===== config.mk =====
export PLATFORM = sky130hd
export DESIGN_NAME = bus_arbiter
export DESIGN_NICKNAME = d
export VERILOG_FILES = /design/src/rtl/bus_arbiter.sv
export SDC_FILE = /design/constraint.sdc
export NUM_CORES = 1
export LEC_CHECK = 0
export ABC_CLOCK_PERIOD_IN_PS = 4600
export BUFFER_PORTS_ARGS = -buffer_cell sky130_fd_sc_hd__buf_2
export CORE_AREA = 2 2 109 111
export DETAILED_ROUTE_END_ITERATION = 10
export DIE_AREA = 0 0 111 113
export PLACE_DENSITY = 0.7
export SETUP_SLACK_MARGIN = 0.15
export SLEW_MARGIN = 20
export SYNTH_ARGS = -nofsm -noshare
export SYNTH_HDL_FRONTEND = slang
export SYNTH_SLANG_ARGS = --single-unit

===== constraint.sdc =====
create_clock -name clk -period 4.6 [get_ports clk]
set_input_delay 0.23 -clock clk [delete_from_list [all_inputs] [get_ports clk]]
set_output_delay 0.23 -clock clk [all_outputs]
set_load 0.01 [all_outputs]

===== src/rtl/bus_arbiter.sv =====
// Two-master (icache/dcache) arbiter onto a single downstream bus port with timeout abort.
// Define BUS_ARB_RR_EN for round-robin tie break; otherwise the dcache wins ties.
module bus_arbiter #(
  parameter int unsigned TIMEOUT = 255
) (
  input  logic        clk,
  input  logic        rst,
  // icache
  input  logic        i_req,
  input  logic [31:0] i_addr,
  output logic        i_ready,
  output logic [31:0] i_rdata,
  output logic        i_error,
  // dcache
  input  logic        d_req,
  input  logic        d_we,
  input  logic [31:0] d_addr,
  input  logic [31:0] d_wdata,
  input  logic [3:0]  d_wstrb,
  output logic        d_ready,
  output logic [31:0] d_rdata,
  output logic        d_error,
  // downstream
  output logic        m_req,
  output logic        m_we,
  output logic [31:0] m_addr,
  output logic [31:0] m_wdata,
  output logic [3:0]  m_wstrb,
  input  logic        m_ready,
  input  logic [31:0] m_rdata,
  input  logic        m_error,
  output logic        busy
);

  localparam int unsigned CntW = (TIMEOUT > 0) ? $clog2(TIMEOUT + 1) : 1;
  localparam logic [CntW-1:0] CntLast = CntW'((TIMEOUT > 0) ? TIMEOUT - 1 : 0);

  typedef enum logic [1:0] {StIdle, StGntI, StGntD} state_e;

  state_e          state_q, state_d;
  logic            last_d_q, last_d_d;  // 1: dcache was the most recent grant
  logic [CntW-1:0] cnt_q, cnt_d;
  logic            m_req_q, m_req_d;
  logic            m_we_q, m_we_d;
  logic [31:0]     m_addr_q, m_addr_d;
  logic [31:0]     m_wdata_q, m_wdata_d;
  logic [3:0]      m_wstrb_q, m_wstrb_d;

  logic            pick_i, pick_d;
  logic            timeout_hit;
  logic            done;
  logic [31:0]     resp_rdata;
  logic            resp_error;

  always_comb begin
    pick_i = 1'b0;
    pick_d = 1'b0;
    if (i_req && d_req) begin
`ifdef BUS_ARB_RR_EN
      pick_i = last_d_q;
      pick_d = !last_d_q;
`else
      pick_d = 1'b1;
`endif
    end else begin
      pick_i = i_req;
      pick_d = d_req;
    end
  end

  assign timeout_hit = (TIMEOUT != 0) && (cnt_q == CntLast) && !m_ready;
  assign done        = (state_q != StIdle) && (m_ready || timeout_hit);

  // A real response wins over a coincident timeout.
  assign resp_rdata = m_ready ? m_rdata : 32'h0;
  assign resp_error = m_ready ? m_error : 1'b1;

  always_comb begin
    i_ready = (state_q == StGntI) && done && i_req;
    d_ready = (state_q == StGntD) && done && d_req;
    i_rdata = i_ready ? resp_rdata : 32'h0;
    i_error = i_ready ? resp_error : 1'b0;
    d_rdata = d_ready ? resp_rdata : 32'h0;
    d_error = d_ready ? resp_error : 1'b0;
  end

  always_comb begin
    state_d   = state_q;
    last_d_d  = last_d_q;
    cnt_d     = cnt_q;
    m_req_d   = m_req_q;
    m_we_d    = m_we_q;
    m_addr_d  = m_addr_q;
    m_wdata_d = m_wdata_q;
    m_wstrb_d = m_wstrb_q;
    case (state_q)
      StIdle: begin
        if (pick_i) begin
          state_d   = StGntI;
          last_d_d  = 1'b0;
          cnt_d     = '0;
          m_req_d   = 1'b1;
          m_we_d    = 1'b0;
          m_addr_d  = i_addr;
          m_wdata_d = 32'h0;
          m_wstrb_d = 4'h0;
        end else if (pick_d) begin
          state_d   = StGntD;
          last_d_d  = 1'b1;
          cnt_d     = '0;
          m_req_d   = 1'b1;
          m_we_d    = d_we;
          m_addr_d  = d_addr;
          m_wdata_d = d_wdata;
          m_wstrb_d = d_wstrb;
        end
      end
      StGntI, StGntD: begin
        if (m_ready || timeout_hit) begin
          state_d = StIdle;
          m_req_d = 1'b0;
        end else if (cnt_q != '1) begin
          cnt_d = cnt_q + CntW'(1);
        end
      end
      default: begin
        state_d = StIdle;
        m_req_d = 1'b0;
      end
    endcase
  end

  always_ff @(posedge clk or negedge rst) begin
    if (!rst) begin
      state_q   <= StIdle;
      last_d_q  <= 1'b1;
      cnt_q     <= '0;
      m_req_q   <= 1'b0;
      m_we_q    <= 1'b0;
      m_addr_q  <= 32'h0;
      m_wdata_q <= 32'h0;
      m_wstrb_q <= 4'h0;
    end else begin
      state_q   <= state_d;
      last_d_q  <= last_d_d;
      cnt_q     <= cnt_d;
      m_req_q   <= m_req_d;
      m_we_q    <= m_we_d;
      m_addr_q  <= m_addr_d;
      m_wdata_q <= m_wdata_d;
      m_wstrb_q <= m_wstrb_d;
    end
  end

  assign m_req   = m_req_q;
  assign m_we    = m_we_q;
  assign m_addr  = m_addr_q;
  assign m_wdata = m_wdata_q;
  assign m_wstrb = m_wstrb_q;
  assign busy    = (state_q != StIdle);

endmodule


==> metrics.yaml, run 1 <==
floorplanning:
  die_x_um: 111
  die_area_um2: 12540
  placementRows: 39
  start_util_pct: 35.20
  ios: 278
  die_y_um: 113
  coreArea_um2: 11270
placed_design:
  place_area_um2: 5446
  dp.final_hpwl_um: 9320
  port-buffer-count: 277
  post-place-ws_ns: 1.933
  gp_congestion: 0.8635
  dp_cells: 782
sta:
  skew_ns: 0.005880
  holdWs_ns: 0.1158
  fin_tns_setup_ns: 0
  worst_slew_pin_slew_ns: 1.126
  fmax_mhz: 379.9
  report.final.slew_viol_count: 0
  setup_viol: 0
  setup_slack_ns: 1.968
  min_period_ns: 2.632
  max_slew_margin_pct: 24.74
  hold_viol_final: 0
  period_share_pct: 57.22
  rsz0062_at_grt: "false"
yosys:
  synth_area_leader_cell: "dfrtp_1"
  yosys.area.top_type_share_pct: 50.46
  ys_top_cells_by_area: "dfrtp_1, and2_1, a22o_1"
  syn_area_um2: 3968
  ys_seq_area_share_pct: 50.46
  ys_seq_elements: 80
  syn_inst: 385
  yosys_warnings: 0
  synth_cell_types: 35
  synthesis.nets: 529
  syn_area_per_cell_um2: 10.31
route:
  avgRoutedWirePerCell_um: 15.21
  drtPass1Iterations: 4
  drt_iter0_drc: 150
  wirelength_um: 12140
  antenna_left: 0
  vias_per_cell: 4.803
  remaining_drc_errors: 0
  vias: 3833
worst_setup_path:
  arrival_ns: 2.40
  crit_end: "i_rdata[24]"
  path_common_cell: "inv_1"
  slowest_delay_ns: 0.68
  r2r_setup_slack_ns: 2.32
  r2r_cells: 5
  r2r_start: "state_q[0]"
  critPathBufInv: 3
  startpoint: "state_q[0]"
  worstSetupStartpointType: "register"
  end_kind: "primary output"
  required_ns: 4.37
  worst-path-stages: 7
  crit_type: "reg2out"
  crit_slowest_cell: "nor2_2"
  cp_max_fo: 32
  crit_family: "simple AND/OR/NAND/NOR gates"
  crit_chain: "inv_1, ha_1, inv_1, nand2_1, nor2_2, and2_1, buf_2"
  timing.rr.end: "m_addr[13]"
layout:
  design_area_um2: 5831
  final_cells: 798
  diodes: 0
  nets: 795
  synthToLayoutAreaGrowth_pct: 46.96
  layout_common_cells: "buf_2, dfrtp_1, and2_1, nand2_1, a22o_1"
  layout_commonest_cell: "buf_2"
  num-fill-cells: 1063
  final_core_util_pct: 51.73
  drive_gt1_share_pct: 46.72
power_and_ir_drop:
  ir_worst_vdd_v: 0.0002717
  power_density_nw_per_um2: 564.1
  p_int_mw: 2.134
  power_frac_comb_pct: 38.4
  switching_power_mw: 1.155
  p_clk_share_pct: 26.3
  switching_share_pct: 35.12
  power.total_mw: 3.289
  leakage_nw: 3.238
  seq_power_share_pct: 35.3
clock_network:
  htreeDepth: 3
  clk_latency_ns: 0.33
  cts.path.max_buffers: 2
  root_buffer: "clkbuf_16"
  cts_buffers: 9
  ctsResizeCount: 0
  clkSinkCount: 80
  path_clk_slew_ns: 0.06
  postCtsSetupRepairBufs: 0
  cts_tree: "done"
  postCtsHoldBufs: 0
min_path:
  whs_path_depth: 2
  hp-class: "in2reg"
  min-delay-start: "d_wdata[5]"
run_status:
  outcome: "finished clean"
global_route:
  grt_pass1_vias: 3987
  antenna_found_initial: 0
  grt_pass1_wl_um: 19550
  grt_start_max_net_pins: 81
  grt_use_total_pct: 19.19
  overflow: 0
flow_run:
  drv_cap: 0
-- final cells by class --
cell class	instances	area (µm²)	area share (%)
clock buffers	10	239.0	4.099
clock inverters	5	128.9	2.210
inverters	4	15.01	0.2575
multi-input cells	275	1842	31.59
flip-flops and latches	80	2002	34.33
well taps	143	178.9	3.069
repair buffers	281	1425	24.44
-- Yosys cell counts --
cell type       n
mux2_2          1
mux2i_1        33
dlygate4sd1_1   1
buf_2          14
a22o_1         39
nor4b_1         3
o21ai_1         1
a211o_1         2
clkbuf_1        9
nor2_1          7
a21o_1          1
dfrtp_1        80
nor3_1          3
nand4_2         1
buf_1           1
nand2b_1        2
nand2_1        47
or2_2           3
a21oi_1         4
a21o_2          1
or2_0           1
o211ai_4        1
o21ai_0        36
inv_1           4
nand3_1         6
a221o_1         1
o31ai_1         2
and3_2          1
ha_1            5
or4b_1          1
or3_1           2
nor2b_1         3
and3_1          2
and2_1         66
clkbuf_2        1
-- routing by layer --
layer / share of wire [%] / vias to the layer above / routed length [µm] / track usage (%)
met5: 0 / - / 0 / 0
met4: 1.2 / 0 / 150 / 6.083
met2: 52 / 173 / 6255 / 34.97
li1: - / 1871 / - / -
met3: 6.8 / 10 / 830 / 4.339
met1: 40 / 1779 / 4902 / 22.52
-- power by group through the flow --
stage,logic (mW),registers [mW],clock network (mW)
final,1.26,1.16,0.864
after global routing,1.42,1.20,0.923
after CTS,1.29,1.16,0.889
after detailed placement,1.28,1.17,0
after global placement,1.25,1.15,0
after floorplan,0.619,1.30,0
-- sequential cells by signal, indices dropped and copies added, names as in the netlist --
name     flops
state_q      2
cnt_q        8
m_we         1
m_req        1
m_addr      32
m_wstrb      4
m_wdata     32
-- worst min path at each step --
stage	to	slack (ns)
after global placement	m_wdata[3]	0.45
final	m_wdata[5]	0.12
after floorplan	cnt_q[0]	-0.07
after CTS	m_wdata[5]	0.10
after detailed placement	m_wdata[11]	0.45
after global routing	m_wdata[0]	0.10
-- kinds of logic (layout without fill, tap and decap cells) --
family,count (synthesis),after routing,synth area share [%]
buffers and inverters,30,300,3.437
flip-flops,80,80,50.46
multiplexers,34,34,8.609
AND/OR/NAND/NOR,148,148,20.12
AO/OA/AOI/OAI,88,88,15.80
adder cells (fa/ha/maj),5,5,1.577
No activity file was read; power rests on OpenSTA's default activity.
==> inputs of run 2 (changes only) <==
- ABC_CLOCK_PERIOD_IN_PS: 4600 -> 2700
- CORE_AREA: 2 2 109 111 -> 2 2 107 109
- DIE_AREA: 0 0 111 113 -> 0 0 109 111
- PLACE_DENSITY: 0.7 -> 0.72
- clock period: 4.6 -> 2.7 ns (I/O delays scaled with it)
==> metrics.yaml, run 2 (synthesis gave the netlist of run 1 again) <==
floorplanning:
  ios: 278
  coreArea_um2: 11080
  start_util_pct: 35.82
  die_x_um: 109
  die_area_um2: 12100
  placementRows: 39
  die_y_um: 111
clock_network:
  clk_latency_ns: 0.33
  cts_tree: "done"
  clkSinkCount: 80
  postCtsHoldBufs: 0
  path_clk_slew_ns: 0.06
  cts.path.max_buffers: 2
  cts_buffers: 9
  htreeDepth: 3
  ctsResizeCount: 0
  postCtsSetupRepairBufs: 0
  root_buffer: "clkbuf_16"
worst_setup_path:
  arrival_ns: 2.04
  worstSetupStartpointType: "register"
  cp_max_fo: 32
  end_kind: "primary output"
  r2r_cells: 6
  slowest_delay_ns: 0.37
  crit_slowest_cell: "dfrtp_1"
  crit_chain: "inv_1, ha_1, inv_1, nand2_1, nor2_1, buf_4, and2_1, buf_2"
  crit_family: "buffers and inverters"
  required_ns: 2.57
  worst-path-stages: 8
  critPathBufInv: 4
  path_common_cell: "inv_1"
  crit_type: "reg2out"
route:
  drtPass1Iterations: 4
  wirelength_um: 12320
  antenna_left: 0
  remaining_drc_errors: 0
  avgRoutedWirePerCell_um: 15.36
  vias_per_cell: 4.898
  vias: 3928
  drt_iter0_drc: 211
placed_design:
  post-place-ws_ns: 0.5998
  port-buffer-count: 277
  dp_cells: 783
  gp_congestion: 0.8031
  dp.final_hpwl_um: 9316
sta:
  fin_tns_setup_ns: 0
  setup_viol: 0
  min_period_ns: 2.176
  period_share_pct: 80.59
  max_slew_margin_pct: 37.16
  worst_slew_pin_slew_ns: 0.9426
  fmax_mhz: 459.6
  hold_viol_final: 0
  skew_ns: 0.005938
  rsz0062_at_grt: "false"
  report.final.slew_viol_count: 0
  setup_slack_ns: 0.5241
global_route:
  grt_pass1_wl_um: 19140
  grt_start_max_net_pins: 102
  grt_use_total_pct: 20.14
  antenna_found_initial: 2
  overflow: 0
  grt_pass1_vias: 3935
flow_run:
  drv_cap: 0
power_and_ir_drop:
  power_density_nw_per_um2: 923.8
  switching_share_pct: 37.62
  p_clk_share_pct: 23.0
  switching_power_mw: 2.014
  seq_power_share_pct: 37.1
  power.total_mw: 5.354
  leakage_nw: 3.220
  ir_worst_vdd_v: 0.0004576
  power_frac_comb_pct: 40.0
  p_int_mw: 3.340
layout:
  nets: 797
  synthToLayoutAreaGrowth_pct: 46.07
  drive_gt1_share_pct: 46.81
  layout_common_cells: "buf_2, dfrtp_1, and2_1, nand2_1, a22o_1"
  final_cells: 802
  layout_commonest_cell: "buf_2"
min_path:
  hp-class: "in2reg"
  whs_path_depth: 2
run_status:
  outcome: "finished clean"
-- run 2: per-layer routing --
layer  up-vias  share of wire (%)  GRT usage (%)
met5         -                  0              0
met4         0                1.6          6.923
met3        13                8.0          4.527
met2       193                 51          35.20
met1      1843                 40          23.97
li1       1879                  -              -
-- run 2: final cells by class --
| cell class | instances | area, µm² |
|---|---|---|
| fill | 1027 | 5281 |
| sequential | 80 | 2002 |
| multi-input combinational | 275 | 1844 |
| timing repair buffer | 283 | 1449 |
| clock buffer | 9 | 225.2 |
| tap | 143 | 178.9 |
| clock inverter | 7 | 78.83 |
| inverter | 4 | 15.01 |
| antenna | 1 | 2.502 |
-- run 2: power groups by stage --
stage | Clock (mW) | Sequential, mW | Combinational (mW)
4_1_cts | 1.26 | 1.99 | 2.17
5_1_grt | 1.32 | 2.05 | 2.38
3_3_place_gp | 0 | 1.98 | 2.09
6_report | 1.23 | 1.98 | 2.14
2_1_floorplan | 0 | 2.21 | 1.06
3_5_place_dp | 0 | 2.00 | 2.16
-- run 2: path summary, 6_finish.rpt --
check | from | slack [ns] | to
max | state_q[0] | 0.52 | i_rdata[5]
min | d_wdata[2] | 0.02 | m_wdata[2]
max reg2reg | state_q[0] | 0.60 | cnt_q[1]
min reg2reg | m_addr[20] | 0.48 | m_addr[20]
max in group asynchronous | rst | 1.78 | state_q[0]
min in group asynchronous | rst | 0.33 | m_addr[28]
-- run 2: stage by stage --
| step | hold WS [ns] | cell area [µm²] | utilization, % |
|---|---|---|---|
| 2_1_floorplan | -0.1606 | 3968 | - |
| 3_3_place_gp | 0.3530 | 5459 | 49.28 |
| 3_5_place_dp | 0.3548 | 5459 | 49.28 |
| 4_1_cts | 0.003087 | 5763 | 52.03 |
| 5_1_grt | 0.009826 | 5793 | 52.30 |
| 6_report | 0.01677 | 5796 | 52.32 |
==> inputs of run 3 (changes only) <==
- ABC_AREA: unset -> 1
- ABC_CLOCK_PERIOD_IN_PS: 2700 -> 1900
- CORE_AREA: 2 2 107 109 -> unset
- CORE_UTILIZATION: unset -> 38
- DIE_AREA: 0 0 109 111 -> unset
- PLACE_DENSITY: 0.72 -> 0.77
- clock period: 2.7 -> 1.9 ns (I/O delays scaled with it)
==> metrics.yaml, run 3 <==
run_status:
  outcome: "complete, but fails checks"
  violations: "negative setup slack"
placed_design:
  place_area_um2: 5673
  dp.final_hpwl_um: 9315
  port-buffer-count: 277
  gp_congestion: 0.7864
  post-place-ws_ns: 0.2468
power_and_ir_drop:
  switching_share_pct: 42.22
  p_clk_share_pct: 13.9
  leakage_nw: 3.694
  ir_worst_vdd_v: 0.0007315
  switching_power_mw: 3.309
  power_frac_comb_pct: 48.7
  seq_power_share_pct: 37.4
  power_density_nw_per_um2: 1123
  p_int_mw: 4.530
  power.total_mw: 7.839
sta:
  fmax_mhz: 509.4
  period_share_pct: 103.3
  rsz0062_at_grt: "true"
  worst_slew_pin_slew_ns: 0.5479
  skew_ns: 0.02054
  setup_viol: 50
  min_period_ns: 1.963
  setup_slack_ns: -0.06300
  report.final.slew_viol_count: 0
  max_slew_margin_pct: 63.48
  hold_viol_final: 0
  fin_tns_setup_ns: -1.357
yosys:
  ys_seq_area_share_pct: 47.69
  yosys.area.top_type_share_pct: 47.69
  synthMostInstantiatedCell: "nand2_1"
  synthesis.nets: 701
  ys_top_cells_by_area: "dfrtp_1, nand2_1, nor2_1"
  synth_commonest_cells: "nand2_1, nor2_1, dfrtp_1, inv_1, nand3_1"
  syn_area_per_cell_um2: 7.536
  ys_seq_elements: 80
  syn_inst: 557
  syn_area_um2: 4198
  yosys_warnings: 0
  synth-main-ff-cell: "dfrtp_1"
  synth_area_leader_cell: "dfrtp_1"
  async_flop_share_pct: 100.0
  synth_edf_count: 0
  synth_cell_types: 22
route:
  avgRoutedWirePerCell_um: 14.41
  drt_iter0_drc: 280
  wirelength_um: 15170
  drtPass1Iterations: 8
  vias_per_cell: 4.827
  vias: 5083
  remaining_drc_errors: 0
  antenna_left: 0
worst_setup_path:
  timing.rr.end: "m_addr[16]"
  worstSetupStartpointType: "register"
  cp_max_fo: 17
  arrival_ns: 1.87
  end_kind: "primary output"
  r2r_start: "state_q[0]"
  required_ns: 1.80
  crit_type: "reg2out"
  r2r_setup_slack_ns: 0.29
  r2r_cells: 7
layout:
  synthToLayoutAreaGrowth_pct: 66.32
  design_area_um2: 6982
  num-fill-cells: 874
  layout_common_cells: "buf_2, nand2_1, dfrtp_1, dlygate4sd3_1, nor2_1"
  drive_gt1_share_pct: 41.16
  layout_commonest_cell: "buf_2"
  nets: 1051
clock_network:
  cts_tree: "done"
  clkSinkCount: 80
  path_clk_slew_ns: 0.08
  cts.path.max_buffers: 2
  root_buffer: "clkbuf_8"
  htreeDepth: 3
  clk_latency_ns: 0.35
  cts_buffers: 9
floorplanning:
  placementRows: 38
  ios: 278
  start_util_pct: 38.89
  coreArea_um2: 10790
  die_x_um: 107.1
  die_area_um2: 11470
  die_y_um: 107.1
flow_run:
  drv_cap: 0
global_route:
  overflow: 0
  grt_pass1_vias: 4581
  antenna_found_initial: 2
  grt_use_total_pct: 24.32
  grt_start_max_net_pins: 58
  grt_pass1_wl_um: 21820
min_path:
  hp-class: "in2reg"
  min-delay-start: "d_wdata[27]"
  hold-path-endpoint: "m_wdata[27]"
  whs_path_depth: 3
==> run 3: changes by cell type in the layout (fill, tap and decap cells not counted), moves of 43 or more <==
| cell | change |
|---|---|
| inv_1 | +46 |
| nor2_1 | +61 |
| dlygate4sd3_1 | +74 |
| and2_1 | -66 |
| nand2_1 | +86 |
| nand3_1 | +43 |
==> run 3: cell families (layout without fill, tap and decap cells) <==
group	count (synthesis)	after routing	share of synthesized area, %
and+or+nand+nor	303	303	30.10
buffers and inverters	91	445	10.16
DFF	80	80	47.69
AOI/OAI and AO/OA	77	77	10.34
adders and majority gates	5	5	1.490
xor gates and xnor gates	1	1	0.2087
other	0	2	0
==> run 3: how the worst max path moves through the flow <==
stage | startpoint | to | slack, ns | cells after the start
final | cnt_q[0] | i_rdata[14] | -0.06 | 10
after global routing | cnt_q[0] | i_rdata[18] | -0.16 | 10
after CTS | cnt_q[0] | d_rdata[15] | -0.002 | 10
after detailed placement | cnt_q[0] | d_rdata[18] | 0.25 | 10
after global placement | cnt_q[0] | i_rdata[27] | 0.30 | 10
after floorplan | state_q[0] | cnt_q[7] | 0.38 | 8
==> run 3: area by class of cell <==
type,count,area [µm²],share of cell area (%)
timing repair buffer,376,2497,35.77
sequential,80,2002,28.67
multi-input combinational,386,1939,27.78
inverter,54,202.7,2.903
tap,140,175.2,2.509
clock buffer,10,127.6,1.828
clock inverter,5,32.53,0.4659
antenna,2,5.005,0.07168
==> run 3: power groups by stage <==
stage	combinational, mW	clock (mW)	sequential, mW
6_report	3.82	1.09	2.93
3_5_place_dp	3.41	0	2.93
3_3_place_gp	3.36	0	2.92
4_1_cts	3.56	1.12	2.92
2_1_floorplan	1.63	0	3.29
5_1_grt	4.18	1.19	3.02
==> run 3: worst max-delay path: stages, from the launching register on <==
cell and delay (ns):
dfrtp_1 0.40, inv_2 0.09, ha_4 0.13, inv_2 0.03, nor2_2 0.10, nand2_2 0.08, nand2_4 0.09, nand4_4 0.14
buf_12 0.21, nor2_2 0.10, buf_2 0.14
==> run 3: what timing repair did <==
action                                  in CTS  in global routing
hold buffers                                75                  0
setup buffers                                1                  5
cloned                                       0                  6
hold endpoints to repair                    98                  0
endpoints found under the setup margin      68                 70
pin swaps                                    0                  1
gates resized for setup                     18                 50
==> run 3: per-layer routing <==
| metal | vias up | global-route usage, % | part of all wire [%] | wire, µm |
|---|---|---|---|---|
| met5 | - | 0 | 0 | 0 |
| met2 | 252 | 43.78 | 53 | 8008 |
| met3 | 56 | 4.742 | 6.0 | 915 |
| met1 | 2317 | 27.04 | 37 | 5573 |
| li1 | 2458 | - | - | - |
| met4 | 0 | 12.72 | 4.4 | 672 |
==> run 3: metrics by stage <==
stage | hold WS, ns | utilization (%) | cells
finish | 0.006257 | 64.69 | 1053
global placement | 0.1081 | 52.56 | 949
global route | 0.0009598 | 64.69 | 1053
floorplan | -0.2006 | - | 557
CTS | 0.0004642 | 61.58 | 1040
detailed placement | 0.1143 | 52.56 | 949
